==> config.mk <==
export PLATFORM = sky130hd
export DESIGN_NAME = instr_encoder
export DESIGN_NICKNAME = d
export VERILOG_FILES = /design/src/rtl/instr_encoder_pkg.sv /design/src/rtl/instr_encoder_pack.sv /design/src/rtl/instr_encoder.sv
export SDC_FILE = /design/constraint.sdc
export NUM_CORES = 1
export LEC_CHECK = 0
export CAP_MARGIN = 30
export CORE_MARGIN = 2
export CORE_UTILIZATION = 54
export CTS_BUF_LIST = sky130_fd_sc_hd__clkbuf_4 sky130_fd_sc_hd__clkbuf_8
export CTS_CLUSTER_DIAMETER = 50
export DETAILED_ROUTE_END_ITERATION = 7
export PLACE_DENSITY_LB_ADDON = 0.15
export SYNTH_ARGS = -nofsm -noshare
export SYNTH_HDL_FRONTEND = slang
export SYNTH_HIERARCHICAL = 1
export SYNTH_SLANG_ARGS = --single-unit
==> constraint.sdc <==
create_clock -name clk -period 6.5 [get_ports clk]
set_input_delay 1.3 -clock clk [delete_from_list [all_inputs] [get_ports clk]]
set_output_delay 1.3 -clock clk [all_outputs]
set_load 0.1 [all_outputs]
==> src/rtl/instr_encoder_pkg.sv <==
// Shared definitions for the instruction encoder and the main control decoder:
// instruction kinds, MIPS opcodes, the NOP word and the encoder state encoding.
package instr_encoder_pkg;

    typedef enum logic [2:0] {
        KIND_R    = 3'd0,
        KIND_LW   = 3'd1,
        KIND_SW   = 3'd2,
        KIND_BEQ  = 3'd3,
        KIND_J    = 3'd4,
        KIND_LUI  = 3'd5,
        KIND_ORI  = 3'd6,
        KIND_ADDI = 3'd7
    } kind_t;

    localparam logic [5:0] OP_RTYPE = 6'h00;
    localparam logic [5:0] OP_LW    = 6'h23;
    localparam logic [5:0] OP_SW    = 6'h2B;
    localparam logic [5:0] OP_BEQ   = 6'h04;
    localparam logic [5:0] OP_J     = 6'h02;
    localparam logic [5:0] OP_LUI   = 6'h0F;
    localparam logic [5:0] OP_ORI   = 6'h0D;
    localparam logic [5:0] OP_ADDI  = 6'h08;

    // sll $0, $0, 0
    localparam logic [31:0] NOP_WORD = 32'h0000_0000;

    typedef enum logic [1:0] {
        ST_IDLE = 2'd0,
        ST_LOAD = 2'd1,
        ST_PAD  = 2'd2,
        ST_DONE = 2'd3
    } state_t;

endpackage

==> src/rtl/instr_encoder_pack.sv <==
// Combinational packer: instruction kind plus fields -> 32-bit MIPS word.
// Fields a kind does not use are ignored.
module instr_pack
    import instr_encoder_pkg::*;
(
    input  logic [2:0]  kind,
    input  logic [4:0]  rs,
    input  logic [4:0]  rt,
    input  logic [4:0]  rd,
    input  logic [4:0]  shamt,
    input  logic [5:0]  funct,
    input  logic [15:0] imm,
    input  logic [25:0] target,
    output logic [31:0] word
);

    always_comb begin
        word = NOP_WORD;
        case (kind_t'(kind))
            KIND_R:    word = {OP_RTYPE, rs, rt, rd, shamt, funct};
            KIND_LW:   word = {OP_LW, rs, rt, imm};
            KIND_SW:   word = {OP_SW, rs, rt, imm};
            KIND_BEQ:  word = {OP_BEQ, rs, rt, imm};
            KIND_J:    word = {OP_J, target};
            // LUI has no source register; the rs field is forced to zero
            KIND_LUI:  word = {OP_LUI, 5'd0, rt, imm};
            KIND_ORI:  word = {OP_ORI, rs, rt, imm};
            KIND_ADDI: word = {OP_ADDI, rs, rt, imm};
            default:   word = NOP_WORD;
        endcase
    end

endmodule

==> src/rtl/instr_encoder.sv <==
// Streams instruction intents into instruction memory as packed MIPS words.
// Define ENC_NOP_PAD_EN to fill the slots after the last word with NOPs.
module instr_encoder
    import instr_encoder_pkg::*;
#(
    parameter int unsigned       DEPTH     = 64,
    parameter int unsigned       ADDR_W    = 32,
    parameter logic [ADDR_W-1:0] BASE_ADDR = '0
) (
    input  logic              clk,
    input  logic              rstn,
    input  logic              start,
    input  logic              in_valid,
    output logic              in_ready,
    input  logic              in_last,
    input  logic [2:0]        in_kind,
    input  logic [4:0]        in_rs,
    input  logic [4:0]        in_rt,
    input  logic [4:0]        in_rd,
    input  logic [4:0]        in_shamt,
    input  logic [5:0]        in_funct,
    input  logic [15:0]       in_imm,
    input  logic [25:0]       in_target,
    output logic              imem_we,
    output logic [ADDR_W-1:0] imem_addr,
    output logic [31:0]       imem_wdata,
    output logic              busy,
    output logic              done,
    output logic              err,
    output logic [ADDR_W-1:0] count
);

    localparam int unsigned       SLOT_W    = $clog2(DEPTH + 1);
    localparam logic [SLOT_W-1:0] SLOT_MAX  = SLOT_W'(DEPTH);
    localparam logic [SLOT_W-1:0] SLOT_LAST = SLOT_W'(DEPTH - 1);

    state_t            state;
    logic [SLOT_W-1:0] slot;
    logic [ADDR_W-1:0] ptr;
    logic [31:0]       word;
    logic              accept;

    instr_pack u_pack (
        .kind   (in_kind),
        .rs     (in_rs),
        .rt     (in_rt),
        .rd     (in_rd),
        .shamt  (in_shamt),
        .funct  (in_funct),
        .imm    (in_imm),
        .target (in_target),
        .word   (word)
    );

    // Handshake: a word transfers on any rising edge where in_valid && in_ready.
    assign in_ready = (state == ST_LOAD) && (slot < SLOT_MAX);
    assign accept   = in_valid && in_ready;
    assign busy     = (state == ST_LOAD) || (state == ST_PAD);

    always_ff @(posedge clk) begin
        if (!rstn) begin
            state      <= ST_IDLE;
            slot       <= '0;
            ptr        <= BASE_ADDR;
            imem_we    <= 1'b0;
            imem_addr  <= BASE_ADDR;
            imem_wdata <= '0;
            done       <= 1'b0;
            err        <= 1'b0;
            count      <= '0;
        end else begin
            imem_we <= 1'b0;
            case (state)
                ST_IDLE, ST_DONE: begin
                    if (start) begin
                        state <= ST_LOAD;
                        slot  <= '0;
                        ptr   <= BASE_ADDR;
                        count <= '0;
                        err   <= 1'b0;
                        done  <= 1'b0;
                    end
                end
                ST_LOAD: begin
                    if (accept) begin
                        imem_we    <= 1'b1;
                        imem_addr  <= ptr;
                        imem_wdata <= word;
                        ptr        <= ptr + ADDR_W'(4);
                        slot       <= slot + 1'b1;
                        count      <= count + 1'b1;
                        if (in_last) begin
`ifdef ENC_NOP_PAD_EN
                            if (slot == SLOT_LAST) begin
                                state <= ST_DONE;
                                done  <= 1'b1;
                            end else begin
                                state <= ST_PAD;
                            end
`else
                            state <= ST_DONE;
                            done  <= 1'b1;
`endif
                        end else if (slot == SLOT_LAST) begin
                            // memory full before the program ended
                            state <= ST_DONE;
                            done  <= 1'b1;
                            err   <= 1'b1;
                        end
                    end
                end
`ifdef ENC_NOP_PAD_EN
                ST_PAD: begin
                    imem_we    <= 1'b1;
                    imem_addr  <= ptr;
                    imem_wdata <= NOP_WORD;
                    ptr        <= ptr + ADDR_W'(4);
                    slot       <= slot + 1'b1;
                    count      <= count + 1'b1;
                    if (slot == SLOT_LAST) begin
                        state <= ST_DONE;
                        done  <= 1'b1;
                    end
                end
`endif
                default: state <= ST_IDLE;
            endcase
        end
    end

endmodule
After elaboration in Yosys (flattened, before gate mapping). Index checks and enable logic that the tools add are counted.

$add $sub $neg: 3. Order comparisons: 1. Equal/unequal tests: 16. Muxes and demuxes: 23. Reduce and logical (&&, ||, !) cells: 13.

Operator list (number): one-hot mux 32 bit (8 select lines) (1); one-hot mux 32 bit (2 select lines) (2); two-way mux 32 bit (3); adder 32 x 1 -> 32 bit, second input constant (1); adder 32 x 3 -> 32 bit, second input constant (1); two-way mux 7 bit (2); one-hot mux 7 bit (2 select lines) (1); == test 3 bit, second input constant (4); two-way mux 2 bit (4); adder 7 x 1 -> 7 bit, second input constant (1); == test 7 x 6 -> 1 bit, second input constant (1); less-than comparator 7 bit, second input constant (1); two-way mux 1 bit (7); == test 3 x 2 -> 1 bit, second input constant (2); inequality test 2 bit, second input constant (3); AND reduction 3 bit (2); AND reduction 5 bit (1); == test 2 bit, second input constant (2); one-hot mux 1 bit (2 select lines) (2); one-hot mux 2 bit (2 select lines) (1); AND reduction 2 bit (2); AND reduction 4 bit (1); == test 3 x 1 -> 1 bit, second input constant (1); logical NOT 3 bit (1); other kinds (8) (9).

Bits in registers: 140. Input port bits: 76. Output and inout bits: 101. Logic and storage cells: 65.

Logic depth before layout (Yosys ltp).
Depth in word-level cells: 5. Gate-level depth with buffers: 9. Gate-level depth less buffers: 7.

By module. The synthesis kept the hierarchy.

By module, submodules not included: instr_encoder (instances 1, cells each 666, area each 5631.7 µm², seq. area each 2722.6 µm²); instr_pack (instances 1, cells each 85, area each 651.9 µm², seq. area each 0.0 µm²).

Least setup slack after synthesis. OpenSTA, ideal clock, no wires.

Path type: reg-to-output. Start: reg state[1]. End: out in_ready. Data arrival time: 2294 ps. Required time: 5200 ps. Path slack: 2906 ps. Stages on the path, launching flop included: 5. Path buffers: 1. Cell sequence: dfxtp_1 > inv_1 > ha_1 > clkbuf_1 > nor2b_1.

Cells in the longest elaborated chain, start to end: 2.

RTL lines: start, declared (line instr_encoder.sv:37) `state_t state;`; start signal, assigned (line instr_encoder.sv:62) `state <= ST_IDLE;`; start signal, assigned (line instr_encoder.sv:76) `state <= ST_LOAD;`; start signal, assigned (line instr_encoder.sv:101) `state <= ST_DONE;`; == test 2 x 1 -> 1 bit (line instr_encoder.sv:56) `assign in_ready = (state == ST_LOAD) && (slot < SLOT_MAX);`; logical AND 1 bit (line instr_encoder.sv:56); end, declared (line instr_encoder.sv:14) `output logic in_ready,`.

Every way passes these cells.

Final worst setup path. Ends and elaborated chain as after synthesis.

==> impl_metrics.py <==
metrics = {
    "synthesis": {
        "ys_ff_latch": 136,
        "synth-edff-count": 0,
        "syn_inst": 751,
        "avgSynthCellArea_um2": 8.37,
        "syn_area_um2": 6280,
        "synth.distinct_cells": 43,
        "yosysWarnings": 6,
        "synth_flop_cell": "dfxtp_1",
        "seq_area_frac_synth_pct": 43.3,
        "synthArstFlopShare_pct": 0,
    },
    "pwr": {
        "leakage_nw": 2.96,
        "power_density_nw_per_um2": 288,
        "finalPower_mw": 2.50,
        "peakVddDrop_mv": 0.361,
    },
    "layout": {
        "nets": 994,
        "diodes": 0,
        "final_util_pct": 76.2,
        "syn_to_final_growth_pct": 37.9,
        "drive_gt1_share_pct": 8.23,
    },
    "status": {
        "status": "complete, no violations",
    },
    "die": {
        "coreArea_um2": 11400,
        "num_rows": 39,
        "dieArea_um2": 12500,
        "die_w_um": 112,
        "start_util_pct": 55.3,
        "ioPinCount": 177,
        "die_h_um": 112,
    },
    "sta": {
        "layout_worst_path_cycle_share_pct": 64.0,
        "max_slew_margin_pct": 30.9,
        "final.setup_skew_ps": 8.16,
        "rsz0062_at_grt": "false",
        "finalCriticalPeriod_ps": 4160,
        "tightest_slew_ps": 1030,
        "hold_viol": 0,
        "slew_viol_final": 0,
        "finalSetupViolCount": 0,
        "setup_tns_ps": 0,
        "fmax_mhz": 240,
    },
    "cts": {
        "insertion_delay_ps": 430,
        "cts_tree": "built",
        "cts_buffers": 17,
        "cts.htree.levels": 4,
        "clock_path_buffers": 2,
        "clock-sinks": 136,
        "cts_root_buf": "clkbuf_8",
        "post_cts_buffers": 0,
        "ctsResizeCount": 0,
        "clk_pin_slew_ps": 70,
        "cts_hold_buffers": 0,
    },
    "routing": {
        "vias": 5823,
        "drtIter0Drc": 400,
        "final_antenna_net_count": 0,
        "drc": 0,
        "dr.pass1.iters": 6,
        "wl_per_cell_um": 15.1,
        "routed_wl_mm": 16.1,
        "vias_per_cell": 5.46,
    },
    "min_path": {
        "min_delay_path_depth": 2,
        "worst_hold_path_type": "flip-flop to flip-flop",
        "worstHoldStart": "done$_SDFFE_PN0P_",
        "min_to": "done$_SDFFE_PN0P_",
    },
    "worst_setup_path": {
        "critPathRequiredTime_ps": 5200,
        "reg2reg_slack_ps": 2930,
        "r2r_start": "state[1]$_SDFFE_PN0P_",
        "start_kind": "flip-flop",
        "reg2reg_depth": 7,
        "timing.rr.end": "count[26]$_SDFFE_PN0P_",
        "critPathKind": "flip-flop to primary output",
        "worstPathArrival_ps": 2860,
        "endpoint_kind": "primary output",
        "critPathMaxFanout": 15,
    },
    "placement": {
        "routabilityCongestion": 0.862,
        "io_buffers": 174,
        "dpl.hpwl_mm": 11.4,
    },
    "global_route": {
        "grt_max_degree": 71,
        "antenna_found_initial": 0,
        "grt-ovfl-total": 0,
        "grt_util_all_layers_pct": 25.9,
        "first_global_vias": 5559,
        "grt_pass1_wl_mm": 26.6,
    },
    "flow_run": {
        "maxCapViolCount": 0,
    },
}
[synth_stat cells (all sizes together) (7+ instances only)]
| master | n | share of area, % |
|---|---|---|
| buf | 12 | 1.2 |
| clkbuf | 37 | 2.2 |
| nand3 | 27 | 2.2 |
| nand4 | 32 | 3.2 |
| mux2 | 11 | 2.0 |
| xor2 | 42 | 5.9 |
| inv | 11 | 0.66 |
| nor4 | 9 | 0.90 |
| a21oi | 11 | 0.88 |
| nor2 | 67 | 4.0 |
| nor2b | 9 | 0.94 |
| o21ai | 40 | 3.8 |
| a21boi | 66 | 7.9 |
| xnor2 | 16 | 2.2 |
| dfxtp | 136 | 43 |
| nand2 | 150 | 9.0 |
| nor3 | 7 | 0.56 |
| and3 | 8 | 0.80 |
| mux2i | 18 | 2.9 |
[power breakdown]
group	leakage (nW)	internal, mW	switching [mW]
Clock	0.223	0.447	0.302
Combinational	1.64	0.225	0.619
Sequential	1.10	0.877	0.0285
[placed cells by master, fill, tap and decap left out, drive strengths merged, types with 7 or more instances in the layout]
cell type and n:
mux2 11, xnor2 16, nand2 150, nor2b 9
xor2 42, mux2i 18, dfxtp 136, clkbuf 22
a21boi 66, nor2 67, nor3 7, o21ai 40
a21oi 11, inv 11, nand4 32, and3 8
clkdlybuf4s50 173, nand3 27, buf 17, nor4 9
[kinds of logic after synthesis]
family | share of synthesized area (%)
AOI/OAI and AO/OA | 14.3
xor gates and xnor gates | 8.08
buffers and inverters | 4.04
muxes | 4.84
and+or+nand+nor | 24.1
adders and majority gates | 1.19
other | 0.120
DFF | 43.3
[final cells by class]
type | instances | area, µm²
Timing Repair Buffer | 190 | 1950
Tap cell | 143 | 179
Clock inverter | 9 | 148
Fill cell | 846 | 2710
Inverter | 11 | 41.3
Clock buffer | 22 | 284
Sequential cell | 136 | 2720
Multi-Input combinational cell | 556 | 3340
[critical path, cell delays in order (launching register included)]
cell and delay, ps:
dfxtp_1 330, inv_1 80, ha_1 590, nor2b_1 270, clkdlybuf4s50_1 1160
[per-layer routing]
metal,track usage (%),share of wire [%]
met5,0,0
met4,8.72,1.6
met3,6.10,5.6
met2,45.7,50
met1,31.0,43
[registers in the layout (all words and copies together), names as in the netlist]
register and count:
err 1, count 32, slot 7, imem_wdata 32, imem_addr 30, ptr 30, state 2, done 1
imem_we 1
[metrics by stage]
stage / setup slack (ps) / std cells / hold WS (ps) / instance area [µm²]
final: 2340 / 1067 / 453 / 8660
after global routing: 2190 / 1067 / 482 / 8660
after CTS: 2310 / 1066 / 458 / 8640
after detailed placement: 2270 / 1035 / 443 / 8210
after global placement: 2380 / 1030 / 436 / 8100
after floorplan: 2910 / 752 / 441 / 6290
[worst max-delay path by stage]
stage,startpoint,to,slack [ps],depth (start not counted)
after floorplan,state[1]$_SDFFE_PN0P_,in_ready,2910,4
after global routing,state[1]$_SDFFE_PN0P_,in_ready,2190,4
after CTS,state[1]$_SDFFE_PN0P_,in_ready,2310,4
final,state[1]$_SDFFE_PN0P_,in_ready,2340,4
after detailed placement,in_valid,count[26]$_SDFFE_PN0P_,2270,6
after global placement,in_valid,count[26]$_SDFFE_PN0P_,2380,6
Power figures use the tool's default switching activity.
